$ cat config.mk
export PLATFORM = sky130hd
export DESIGN_NAME = sfpcie_tgt_apb_bridge
export DESIGN_NICKNAME = d
export VERILOG_FILES = /design/src/rtl/sfpcie_tgt_apb_bridge_pkg.sv /design/src/rtl/sfpcie_apb_strb.sv /design/src/rtl/sfpcie_tgt_apb_bridge.sv
export SDC_FILE = /design/constraint.sdc
export NUM_CORES = 1
export LEC_CHECK = 0
export ABC_AREA = 1
export ABC_CLOCK_PERIOD_IN_PS = 5200
export BUFFER_PORTS_ARGS = -buffer_cell sky130_fd_sc_hd__clkbuf_2
export CAP_MARGIN = 30
export CORE_AREA = 2 2 161 163
export CTS_CLUSTER_SIZE = 28
export DETAILED_ROUTE_END_ITERATION = 7
export DIE_AREA = 0 0 163 165
export PLACE_DENSITY_LB_ADDON = 0.15
export SYNTH_ARGS = -nofsm -noshare
export SYNTH_HDL_FRONTEND = slang
export SYNTH_HIERARCHICAL = 1
export SYNTH_SLANG_ARGS = --single-unit
$ cat constraint.sdc
create_clock -name clk -period 5.2 [get_ports clk]
set_input_delay 0.52 -clock clk [delete_from_list [all_inputs] [get_ports clk]]
set_output_delay 0.52 -clock clk [all_outputs]
set_load 0.01 [all_outputs]
$ cat src/rtl/sfpcie_tgt_apb_bridge_pkg.sv
// rtl/sfpcie_tgt_apb_bridge_pkg.sv - SFPCIe package: HAL target request/completion types, APB bridge states
package SFPCIe;

  localparam int APB_ADDR_WIDTH  = 16;
  localparam int APB_TIMEOUT_DEF = 256;
  localparam int HAL_BLEN_W      = 12;

  typedef enum logic [3:0] {
    eTgtMemRd = 4'd0,
    eTgtMemWr = 4'd1,
    eTgtIORd  = 4'd2,
    eTgtIOWr  = 4'd3,
    eTgtAtom  = 4'd4,
    eTgtMsg   = 4'd5,
    eTgtMsgVD = 4'd6
  } PCIeHalTgtType;

  typedef enum logic [2:0] {
    eCplSuccess = 3'b000,
    eCplUnSup   = 3'b001,
    eCplAbort   = 3'b100
  } PCIeHalCplCode;

  typedef enum logic [1:0] {
    eBrIdle   = 2'd0,
    eBrSetup  = 2'd1,
    eBrAccess = 2'd2,
    eBrCpl    = 2'd3
  } PCIeApbBrState;

  typedef struct packed {
    logic [15:0]           _rsvd;
    logic [2:0]            attr;
    logic [2:0]            tc;
    logic [15:0]           reqid;
    logic [9:0]            tag;
    logic [HAL_BLEN_W-1:0] blen;
    PCIeHalTgtType         ttype;
    logic [63:0]           addr;
  } PCIeHalTgtReq;

  typedef struct packed {
    logic [51:0]           _rsvd;
    logic [7:0]            _tgtfn;
    logic                  _ecrc;
    logic                  ep;
    logic [2:0]            attr;
    PCIeHalCplCode         code;
    logic [2:0]            tc;
    logic [15:0]           reqid;
    logic [9:0]            tag;
    logic [6:0]            addr;
    logic [HAL_BLEN_W-1:0] bcount;
    logic [HAL_BLEN_W-1:0] blen;
  } PCIeHalTgtCpl;

  // Reserved/attribute fields are always zero in completions from this bridge.
  function automatic PCIeHalTgtCpl mk_cpl(input PCIeHalCplCode code,
                                          input logic [2:0] tc,
                                          input logic [9:0] tag,
                                          input logic [15:0] reqid,
                                          input logic [6:0] addr,
                                          input logic [HAL_BLEN_W-1:0] blen);
    PCIeHalTgtCpl c;
    c        = '0;
    c.code   = code;
    c.tc     = tc;
    c.tag    = tag;
    c.reqid  = reqid;
    c.addr   = addr;
    c.blen   = blen;
    c.bcount = blen;
    return c;
  endfunction

endpackage

$ cat src/rtl/sfpcie_apb_strb.sv
// rtl/sfpcie_apb_strb.sv - byte-lane strobe and single-DW support check for a target request
module sfpcie_apb_strb
  import SFPCIe::*;
(
  input  logic [1:0]            addr_lo,
  input  logic [HAL_BLEN_W-1:0] blen,
  output logic [3:0]            strb,
  output logic                  supported
);

  logic [3:0]          mask;
  logic [HAL_BLEN_W:0] end_byte;

  always_comb begin
    mask = 4'b0000;
    case (blen)
      HAL_BLEN_W'(1): mask = 4'b0001;
      HAL_BLEN_W'(2): mask = 4'b0011;
      HAL_BLEN_W'(3): mask = 4'b0111;
      HAL_BLEN_W'(4): mask = 4'b1111;
      default:        mask = 4'b0000;
    endcase
  end

  // A request that runs past byte 3 would need a second DW, which APB cannot do in one beat.
  assign end_byte  = {{(HAL_BLEN_W-1){1'b0}}, addr_lo} + {1'b0, blen};
  assign supported = (mask != 4'b0000) && (end_byte <= (HAL_BLEN_W+1)'(4));
  assign strb      = mask << addr_lo;

endmodule

$ cat src/rtl/sfpcie_tgt_apb_bridge.sv
// rtl/sfpcie_tgt_apb_bridge.sv - HAL target request to single APB transfer bridge
// Optional APB wait-state timeout: SFPCIE_APB_TIMEOUT_EN
module sfpcie_tgt_apb_bridge
  import SFPCIe::*;
#(
  parameter int APB_AW      = APB_ADDR_WIDTH,
  parameter int TIMEOUT_CYC = APB_TIMEOUT_DEF
) (
  input  logic              clk,
  input  logic              rst,
  input  logic              req_valid,
  output logic              req_ready,
  input  logic [127:0]      req_hdr,
  input  logic [31:0]       req_wdata,
  output logic              cpl_valid,
  input  logic              cpl_ready,
  output logic [127:0]      cpl_hdr,
  output logic [31:0]       cpl_data,
  output logic [APB_AW-1:0] paddr,
  output logic              psel,
  output logic              penable,
  output logic              pwrite,
  output logic [31:0]       pwdata,
  output logic [3:0]        pstrb,
  input  logic [31:0]       prdata,
  input  logic              pready,
  input  logic              pslverr,
  output logic              apb_err
);

  localparam logic [1:0] ST_IDLE   = eBrIdle;
  localparam logic [1:0] ST_SETUP  = eBrSetup;
  localparam logic [1:0] ST_ACCESS = eBrAccess;
  localparam logic [1:0] ST_CPL    = eBrCpl;

  PCIeHalTgtReq hdr_in;
  PCIeHalTgtCpl cpl_q;
  logic [1:0]   state;
  logic [3:0]   strb_in;
  logic         len_ok;
  logic         is_rd, is_wr, go_apb, go_ur;
  logic         unused_req;

  logic [2:0]            tc_q;
  logic [9:0]            tag_q;
  logic [15:0]           reqid_q;
  logic [6:0]            caddr_q;
  logic [HAL_BLEN_W-1:0] blen_q;
  logic [31:0]           cpl_data_q;

`ifdef SFPCIE_APB_TIMEOUT_EN
  localparam int TMO_W = $clog2(TIMEOUT_CYC + 1);
  logic [TMO_W-1:0] tmo_cnt;
`else
  localparam int unused_tmo_cyc = TIMEOUT_CYC;
`endif

  assign hdr_in     = req_hdr;
  assign unused_req = ^req_hdr;

  sfpcie_apb_strb u_strb (
    .addr_lo   (hdr_in.addr[1:0]),
    .blen      (hdr_in.blen),
    .strb      (strb_in),
    .supported (len_ok)
  );

  // Posted requests we cannot execute are dropped; non-posted ones get UR.
  assign is_rd  = (hdr_in.ttype == eTgtMemRd);
  assign is_wr  = (hdr_in.ttype == eTgtMemWr);
  assign go_apb = (is_rd | is_wr) & len_ok;
  assign go_ur  = (is_rd & ~len_ok) | (hdr_in.ttype == eTgtIORd) |
                  (hdr_in.ttype == eTgtIOWr) | (hdr_in.ttype == eTgtAtom);

  assign cpl_hdr  = cpl_q;
  assign cpl_data = cpl_data_q;

  always_ff @(posedge clk or posedge rst) begin
    if (rst) begin
      state      <= ST_IDLE;
      req_ready  <= 1'b1;
      cpl_valid  <= 1'b0;
      cpl_q      <= '0;
      cpl_data_q <= '0;
      paddr      <= '0;
      psel       <= 1'b0;
      penable    <= 1'b0;
      pwrite     <= 1'b0;
      pwdata     <= '0;
      pstrb      <= '0;
      apb_err    <= 1'b0;
      tc_q       <= '0;
      tag_q      <= '0;
      reqid_q    <= '0;
      caddr_q    <= '0;
      blen_q     <= '0;
`ifdef SFPCIE_APB_TIMEOUT_EN
      tmo_cnt    <= '0;
`endif
    end else begin
      apb_err <= 1'b0;
      case (state)
        ST_IDLE: begin
          if (req_valid) begin
            tc_q    <= hdr_in.tc;
            tag_q   <= hdr_in.tag;
            reqid_q <= hdr_in.reqid;
            caddr_q <= hdr_in.addr[6:0];
            blen_q  <= hdr_in.blen;
            if (go_apb) begin
              state     <= ST_SETUP;
              req_ready <= 1'b0;
              psel      <= 1'b1;
              penable   <= 1'b0;
              pwrite    <= is_wr;
              paddr     <= {hdr_in.addr[APB_AW-1:2], 2'b00};
              pwdata    <= req_wdata;
              pstrb     <= strb_in;
`ifdef SFPCIE_APB_TIMEOUT_EN
              tmo_cnt   <= '0;
`endif
            end else if (go_ur) begin
              state      <= ST_CPL;
              req_ready  <= 1'b0;
              cpl_valid  <= 1'b1;
              cpl_q      <= mk_cpl(eCplUnSup, hdr_in.tc, hdr_in.tag, hdr_in.reqid,
                                   hdr_in.addr[6:0], '0);
              cpl_data_q <= '0;
            end
          end
        end
        ST_SETUP: begin
          state   <= ST_ACCESS;
          penable <= 1'b1;
        end
        ST_ACCESS: begin
          if (pready) begin
            psel    <= 1'b0;
            penable <= 1'b0;
            apb_err <= pslverr;
            if (pwrite) begin
              state     <= ST_IDLE;
              req_ready <= 1'b1;
            end else begin
              state      <= ST_CPL;
              cpl_valid  <= 1'b1;
              cpl_q      <= pslverr ? mk_cpl(eCplAbort, tc_q, tag_q, reqid_q, caddr_q, '0)
                                    : mk_cpl(eCplSuccess, tc_q, tag_q, reqid_q, caddr_q, blen_q);
              cpl_data_q <= pslverr ? 32'h0 : prdata;
            end
          end
`ifdef SFPCIE_APB_TIMEOUT_EN
          else if (tmo_cnt == TMO_W'(TIMEOUT_CYC - 1)) begin
            psel    <= 1'b0;
            penable <= 1'b0;
            apb_err <= 1'b1;
            if (pwrite) begin
              state     <= ST_IDLE;
              req_ready <= 1'b1;
            end else begin
              state      <= ST_CPL;
              cpl_valid  <= 1'b1;
              cpl_q      <= mk_cpl(eCplAbort, tc_q, tag_q, reqid_q, caddr_q, '0);
              cpl_data_q <= 32'h0;
            end
          end else begin
            tmo_cnt <= tmo_cnt + TMO_W'(1);
          end
`endif
        end
        default: begin
          if (cpl_ready) begin
            state     <= ST_IDLE;
            cpl_valid <= 1'b0;
            req_ready <= 1'b1;
          end
        end
      endcase
    end
  end

endmodule

==> metrics <==
status completed; Leakage about 5.8 nW; most frequent cells in the layout 330 x nand2_1, 280 x clkbuf_2, 187 x dfrtp_1; WP data required between 5 and 6 ns; IO Port Bufs 280; vias in the first global route around 6600; layout cells sized above 1 0.285; I/O Pins 416; CP Launch Type primary input; setup bufs post-CTS 0; worst path cell trace clkbuf_2 -> ha_1 -> fa_1 -> o21ai_0 -> o21bai_1 -> a21oi_2 -> nand2_1 -> nor2_1 -> nand2_1 -> nand2_1 -> nand2_1 -> nand2_1 -> nand2_1 -> nand2_8 -> buf_12 -> o21ai_0; most common cell after layout, fill and taps aside nand2_1; gp weighted congestion 0.775; Yosys warning count 6; die height 165 um; RR Startpoint state[0]; CTS Root Cell clkbuf_16; minimum clock period 3.07 ns; Die ar. 26900 sq um; # setup viols final 0; most frequent CP cell nand2_1; FILL cells 2619; Starting DRT DRC Count 373; Yosys top cell area share 0.525; hold slack 0.188 ns; vias 7171; Num CTS Buffers 17; Antenna Nets Post-Route 0; final hold vios 0; Synth Cell Area 8910 sq um; area delta synth->final 20.6%; starting density of the core 0.356; drt wl/cell between 10 and 15 um; Synth area leaders dfrtp_1 53%, nand2_1 14%, buf_4 7.8%; synthesized flop and latch total 188; PD cells 526 nW/um^2; # rows between 50 and 60; ys async rst share 1.00; Worst-Skew Late Latency 0.43 ns; Slowest-stage cell, CP nand2_8; CTS HTree Levels 4; global-route wire length before repair 35100 um; Crit Path Class primary input to flip-flop; worst slew pin tran 0.761 ns; post-route insts no fill 1616; Tcrit/Tclk final 0.590; Core Area 25000 sq um; grt total ovfl 0; Placed Instances 1583; CP Capture Type flip-flop; largest net degree at the start of global routing 99; Critical R2R Capture pwdata[2]; finished layout cell area around 11000 sq um; Post-DP HPWL 15400 um; FF-to-FF setup slack 2.72 ns; EDFF count, synth 0; post-synth top area cell dfrtp_1; sequential area share after synthesis 0.528; post-cts resize count 0; initial antenna violation count 1; CTS tree built; Vias/cell 4.44; peak supply drop 0.000295 V; Initial DRT Pass Iterations 5; Clock transition at path regs 0.08 ns; Horiz. Die Dim 163 um; Slew HR 0.491; Slew Viols, Final 0; # nets final 1474; clock buffer depth 2; hold crit path type primary input to async pin; max incr delay on CP 0.46 ns; CTS Sinks 188; depth of the most critical reg-to-reg path 7; DP Area 10100 sq um; CP Max Fanout 95; Unique masters post-synth 33; antenna fix cells 0; Total GRT Usage 0.165; Sum Neg Setup Slack 0 ns; max cap viols 0; FMAX 326 MHz; hold buffer count at cts 0; Main synth FF type dfrtp_1; Final Skew roughly 0.013 ns; Critical Path AT 3.37 ns; syn avg cell area 8.60 sq um; Mapped Cells approximately 1000; Routed WL 22200 um; RSZ-0062 raised after global routing no; drt drc 0
cell usage after synthesis (3+ instances only):
cell / instances
buf_2: 17
a21oi_1: 3
dfrtp_1: 187
nor2_1: 19
o21ai_1: 56
clkbuf_1: 18
nand3_1: 105
o21ai_2: 20
o21a_1: 4
buf_6: 14
o21ai_0: 81
inv_1: 57
nand2_2: 9
buf_4: 92
nand2_1: 331
where the power goes:
part | switching [W] | leakage (nW) | internal [W] | total [W]
combinational | 0.00138 | 3.06 | 0.000726 | 0.00211
sequential | 0.000251 | 2.46 | 0.00195 | 0.00220
clock | 0.000646 | 0.288 | 0.000692 | 0.00134
total | 0.00228 | 5.81 | 0.00337 | 0.00565
layer usage:
metal,GRT usage,vias to the layer above,part of all wire
li1,-,3636,-
met1,0.216,3282,0.44
met2,0.269,238,0.48
met3,0.0520,13,0.077
met4,0.0362,2,0.0077
met5,0,-,0.00059
worst max-delay path, delay by kind of cell:
kind	cells	cell delay, ns
adders and majority gates	2	0.66
AOI/OAI and AO/OA	4	0.49
and+or+nand+nor	8	1.18
buffers and inverters	2	0.46
worst max path at each step:
stage,slack (ns),start,end,depth (start not counted)
CTS,2.09,req_hdr[0],cpl_hdr[62],17
detailed placement,1.63,req_hdr[0],cpl_hdr[41],17
floorplan,2.26,rst,apb_err,1
global placement,1.65,req_hdr[0],cpl_hdr[62],17
global route,1.80,req_hdr[0],cpl_hdr[41],17
finish,2.13,req_hdr[0],cpl_data[15],16
state kept, by name, indices dropped and copies added, names as in the netlist:
signal     flops
blen_q        12
state          2
pwrite         1
cpl_hdr       50
caddr_q        7
pwdata        32
tc_q           3
tag_q         10
penable        1
psel           1
req_ready      1
reqid_q       16
cpl_valid      1
cpl_data      32
pstrb          4
apb_err        1
paddr         14
layout make-up:
type                    instances  area, sq um  area share
multi-input cells             713         3250       0.303
clock inverters                15          180      0.0168
well taps                     330          413      0.0384
inverters                      61          235      0.0219
flip-flops and latches        188         4710       0.438
repair buffers                292         1540       0.143
clock buffers                  17          425      0.0396
cells by family (layout without fill, tap and decap cells):
group                      count (synthesis)  in the layout  share of synthesized area
DFF                                      188            188                      0.528
adders and majority gates                  3              3                    0.00505
xor gates and xnor gates                   2              2                    0.00197
and+or+nand+nor                          473            473                      0.222
other                                      1             68                   0.000421
AOI/OAI and AO/OA                        167            167                      0.104
buffers and inverters                    202            385                      0.138
stage by stage:
stage	worst slack [ns]	total power [W]	util
after global routing	1.80	0.00613	0.429
after CTS	2.09	0.00573	0.428
after floorplan	2.26	0.00387	-
final	2.13	0.00565	0.429
after global placement	1.65	0.00433	0.403
after detailed placement	1.63	0.00436	0.404
Note: power is estimated with default switching activity, not from simulation.
